**config.mk**
```make
export PLATFORM = sky130hd
export DESIGN_NAME = fwd_sel_gen
export DESIGN_NICKNAME = d
export VERILOG_FILES = /design/src/rtl/fwd_sel_gen_pkg.sv /design/src/rtl/fwd_sel_gen_fwd_match.sv /design/src/rtl/fwd_sel_gen.sv
export SDC_FILE = /design/constraint.sdc
export NUM_CORES = 1
export LEC_CHECK = 0
export BUFFER_PORTS_ARGS = -buffer_cell sky130_fd_sc_hd__buf_4
export CORE_MARGIN = 2
export CORE_UTILIZATION = 45
export CTS_BUF_LIST = sky130_fd_sc_hd__clkbuf_16
export DETAILED_ROUTE_END_ITERATION = 12
export PLACE_DENSITY = 0.69
export SYNTH_ARGS = -nofsm -noshare
export SYNTH_HDL_FRONTEND = slang
export SYNTH_SLANG_ARGS = --single-unit
```
**constraint.sdc**
```tcl
create_clock -name clk -period 3.5 [get_ports clk]
set_input_delay 1.05 -clock clk [delete_from_list [all_inputs] [get_ports clk]]
set_output_delay 1.05 -clock clk [all_outputs]
set_load 0.005 [all_outputs]
```
**src/rtl/fwd_sel_gen_pkg.sv**
```systemverilog
// Shared definitions for the forwarding-select generator: select codes,
// the shadow pipeline slot record and the slot match helper.
package fwd_sel_gen_pkg;

    // Register numbers are carried zero-extended to this width inside slots,
    // so the record type does not depend on the REGW parameter.
    localparam int REGW_MAX = 16;

    localparam logic [2:0] SEL_RF = 3'd0;
    localparam logic [2:0] SEL_S1 = 3'd1;
    localparam logic [2:0] SEL_S2 = 3'd2;
    localparam logic [2:0] SEL_S3 = 3'd3;

    typedef struct packed {
        logic                valid;
        logic                wr_en;
        logic [REGW_MAX-1:0] wr_reg;
        logic                is_load;
    } slot_t;

    localparam slot_t SLOT_BUBBLE = '0;

    // Register 0 is hardwired, so a producer of $0 never forwards.
    function automatic logic slot_match(input slot_t s, input logic [REGW_MAX-1:0] r);
        return s.valid && s.wr_en && (s.wr_reg == r) && (r != '0);
    endfunction

endpackage

```
**src/rtl/fwd_sel_gen_fwd_match.sv**
```systemverilog
// Compares one ID source register against the EX/MEM/WB shadow slots and
// returns the forwarding select (youngest producer wins) plus a load hit on S1.
module fwd_match
    import fwd_sel_gen_pkg::*;
#(
    parameter int REGW = 5
) (
    input  logic [REGW-1:0] src,
    input  logic            used,
    input  slot_t           s1,
    input  slot_t           s2,
    input  slot_t           s3,
    output logic [2:0]      sel,
    output logic            load_hit
);

    logic [REGW_MAX-1:0] src_ext;
    logic                m1;
    logic                m2;
    logic                m3;

    assign src_ext = REGW_MAX'(src);
    assign m1      = used && slot_match(s1, src_ext);
    assign m2      = used && slot_match(s2, src_ext);
    assign m3      = used && slot_match(s3, src_ext);

    always_comb begin
        sel = SEL_RF;
        if (m1)      sel = SEL_S1;
        else if (m2) sel = SEL_S2;
        else if (m3) sel = SEL_S3;
    end

    assign load_hit = m1 && s1.is_load;

endmodule

```
**src/rtl/fwd_sel_gen.sv**
```systemverilog
// Forwarding-select and load-use stall generator for a 5-stage pipeline.
// Optional saturating event counters are built when FWD_STATS_EN is defined.
module fwd_sel_gen
    import fwd_sel_gen_pkg::*;
#(
    parameter int REGW = 5
) (
    input  logic            clk,
    input  logic            rst_n,
    input  logic            id_valid,
    input  logic [REGW-1:0] id_rs,
    input  logic [REGW-1:0] id_rt,
    input  logic            id_rs_used,
    input  logic            id_rt_used,
    input  logic            id_wr_en,
    input  logic [REGW-1:0] id_wr_reg,
    input  logic            id_is_load,
    input  logic            flush,
    output logic            stall,
    output logic [2:0]      sel_a,
    output logic [2:0]      sel_b,
`ifdef FWD_STATS_EN
    output logic [15:0]     stall_cnt,
    output logic [15:0]     fwd_cnt,
`endif
    output logic            mux_dis
);

    slot_t      s1;
    slot_t      s2;
    slot_t      s3;
    slot_t      id_slot;
    logic [2:0] sel_a_c;
    logic [2:0] sel_b_c;
    logic       hit_a;
    logic       hit_b;
    logic       issue;

    fwd_match #(.REGW(REGW)) u_match_a (
        .src      (id_rs),
        .used     (id_rs_used),
        .s1       (s1),
        .s2       (s2),
        .s3       (s3),
        .sel      (sel_a_c),
        .load_hit (hit_a)
    );

    fwd_match #(.REGW(REGW)) u_match_b (
        .src      (id_rt),
        .used     (id_rt_used),
        .s1       (s1),
        .s2       (s2),
        .s3       (s3),
        .sel      (sel_b_c),
        .load_hit (hit_b)
    );

    always_comb begin
        id_slot         = SLOT_BUBBLE;
        id_slot.valid   = 1'b1;
        id_slot.wr_en   = id_wr_en;
        id_slot.wr_reg  = REGW_MAX'(id_wr_reg);
        id_slot.is_load = id_is_load;
    end

    // Gated by rst_n so the request is quiet while slots are still undefined.
    assign stall = rst_n && id_valid && !flush && (hit_a || hit_b);
    assign issue = id_valid && !flush && !stall;

    always_ff @(posedge clk) begin
        if (!rst_n) begin
            s1      <= SLOT_BUBBLE;
            s2      <= SLOT_BUBBLE;
            s3      <= SLOT_BUBBLE;
            sel_a   <= SEL_RF;
            sel_b   <= SEL_RF;
            mux_dis <= 1'b1;
        end else begin
            s1      <= issue ? id_slot : SLOT_BUBBLE;
            s2      <= s1;
            s3      <= s2;
            sel_a   <= issue ? sel_a_c : SEL_RF;
            sel_b   <= issue ? sel_b_c : SEL_RF;
            mux_dis <= !issue;
        end
    end

`ifdef FWD_STATS_EN
    always_ff @(posedge clk) begin
        if (!rst_n) begin
            stall_cnt <= '0;
            fwd_cnt   <= '0;
        end else begin
            if (stall && (stall_cnt != 16'hFFFF))
                stall_cnt <= stall_cnt + 16'd1;
            if (issue && ((sel_a_c != SEL_RF) || (sel_b_c != SEL_RF)) && (fwd_cnt != 16'hFFFF))
                fwd_cnt <= fwd_cnt + 16'd1;
        end
    end
`endif

endmodule

```
==> metrics.cfg <==
[final_layout]
diodes=0
layout.nets=180
layout-drive-gt1-share_pct=36.54
area_delta_synth_final_pct=33.17
multi_input_area_um2=728.2
final_core_util_pct=61.73
fill_cells=230
seq_area_um2=540.5
fin_cells=187

[yosys]
synth_area_mm2=0.001256
ys_types=29
netlist_instances=119
synth.ff_latch_count=27
synthFlopType=dfxtp_1
yosysWarnings=0
synth_top_area_share_pct=43.03
ys_seq_area_share_pct=43.03
netlist_top_cells_count=27 x dfxtp_1, 26 x xnor2_1, 14 x and2_1
yosys.cell_count.top_type=dfxtp_1
syn_area_per_cell_um2=10.56
async_flop_share_pct=0
synth-edff-count=0
yosys.area.top_type=dfxtp_1
synth_area_leaders=dfxtp_1 43%, xnor2_1 18%, and2_1 7.0%, nor3b_2 7.0%, nand4_1 3.0%

[pwr]
p_clk_share_pct=39.6
power_switching_mw=0.1422
vdd_ir_drop_max_mv=0.2990
power.internal_mw=0.5095
leakage_nw=0.6104
powerDensity_mw_per_mm2=389.6
p_seq_share_pct=48.7
power_switching_share_pct=21.82
power_frac_comb_pct=11.7

[sta]
setup_viol=0
hold_viol_final=0
finClkSkew_ps=3.376
final-max-slew-violation-count=0
fin_crit_sh_pct=99.36
fmax_mhz=287.6
period_needed_ps=3477

[detailed_routing]
wl_mm=2.896
firstDrtPassIters=4
vias=976
via_per_inst=5.219
drc=0
drt_iter0_markers=10
ant_nets=0
avgRoutedWirePerCell_um=15.49

[setup_path]
arrival_ps=2430
cpPeakStageDelay_ps=540
endpoint_kind=primary output
path_class=primary input to primary output
path_cells=buf_4 -> or4_4 -> o21ai_4 -> nor4_4 -> o21a_1 -> nor2b_4 -> buf_6
slowest_stage=or4_4
worstPathRequired_ps=2450
r2r_cells=6
worstSetupStartpointType=primary input
path_max_fanout=3

[clock_network]
cts_sinks=27
root_buffer=clkbuf_16
cts_buffers=3
cts.hold.buffers_added=0
clkTransAtPathRegs_ps=60
clock_path_buffers=2
tritoncts=built
htree_levels=1
clock_latency_ps=260

[die]
row_count=19
die_h_um=56.84
die_width_um=56.84
pin_count=31
start_util_pct=46.35
core_area_mm2=0.002710
dieArea_mm2=0.003230

[hold_path]
hp-class=register to register
min_path_cells=1

[status]
status=finished, final reports clean

[grt]
grt_pass1_wl_mm=4.519
grt_max_degree=16
grtUsageTotal_pct=17.97
grt_pass1_vias=967
antenna_found_initial=0
gr-total-overflow=0

[placement]
gp_congestion=0.8875
portBuffers=28
dp.cells=181
dp_hpwl_mm=2.117

[job]
maxCapViolCount=0

-- flip-flops by register name, summed over array words and instances, names as in the netlist --
register,flops
s1,8
s2,7
s3,7
sel_a,2
sel_b,2
mux_dis,1
-- what timing repair did --
item | CTS | global route
resized for setup | 0 | 9
setup buffers | 0 | 2
setup endpoints to repair | 0 | 1
-- through the flow --
stage          worst slack, ps  instance area, um2  hold WS [ps]  setup TNS (ps)  power, mW
2_1_floorplan            279.3                1260         429.6               0     0.3571
3_3_place_gp             34.02                1528         444.7               0     0.3937
3_5_place_dp             23.60                1528         451.8               0     0.3953
4_1_cts                  8.091                1608         467.5               0     0.6497
5_1_grt                 -27.16                1673         489.8          -27.16     0.6775
6_report                 22.52                1673         480.4               0     0.6517
-- worst max-delay path, delay by kind of cell --
family                 cells  cell delay [ps]
AO/OA/AOI/OAI              2              400
AND/OR/NAND/NOR            3              740
buffers and inverters      2              230
-- cell families (layout without fill, tap and decap cells) --
logic type,count (synthesis),after routing,share of synthesized area (%)
AND/OR/NAND/NOR,49,49,28.19
XOR/XNOR,30,30,20.92
AO/OA/AOI/OAI,7,7,4.881
buffers and inverters,5,41,2.689
flip-flops,27,27,43.03
other,1,2,0.2985
-- cell usage in the layout, fill, tap and decap left out --
master and instances:
a2111oi_0 1, a2111oi_1 1, a21oi_1 2, and2_1 14, buf_4 35, buf_6 2, clkbuf_16 3, clkinv_2 1
conb_1 2, dfxtp_1 27, nand2_1 2, nand3_1 2, nand3b_1 1, nand4_1 6, nor2_1 3, nor2b_4 1
nor3_1 2, nor3_2 2, nor3b_2 7, nor4_1 2, nor4_4 2, o21a_1 1, o21ai_4 2, or2_1 1
or3_1 2, or4_4 2, xnor2_1 26, xor2_1 4
-- power by group through the flow --
stage / Clock, mW / Sequential, mW / Combinational (mW)
2_1_floorplan: 0 / 0.323 / 0.0342
3_3_place_gp: 0 / 0.324 / 0.0698
3_5_place_dp: 0 / 0.324 / 0.0712
4_1_cts: 0.261 / 0.317 / 0.0718
5_1_grt: 0.278 / 0.318 / 0.0820
6_report: 0.258 / 0.317 / 0.0762
-- worst paths after layout --
path,startpoint,to,slack (ps)
min,s1[18],s2[18],480
max reg2reg,s1[5],sel_a[0],1770
max,id_rt[2],stall,20
min reg2reg,s1[18],s2[18],480
-- per-layer routing --
| metal | track usage, % | up-vias | part of all wire [%] |
|---|---|---|---|
| li1 | - | 478 | - |
| met1 | 24.89 | 462 | 46 |
| met2 | 28.90 | 29 | 48 |
| met3 | 2.995 | 7 | 4.4 |
| met4 | 4.983 | 0 | 1.5 |
| met5 | 0 | - | 0 |
-- layout make-up --
class,count,area share [%]
clock buffers,3,4.488
clock inverters,1,0.2992
multi-input cells,88,43.53
flip-flops and latches,27,32.31
well taps,31,2.319
repair buffers,37,17.05
Note: power is estimated with default switching activity, not from simulation.
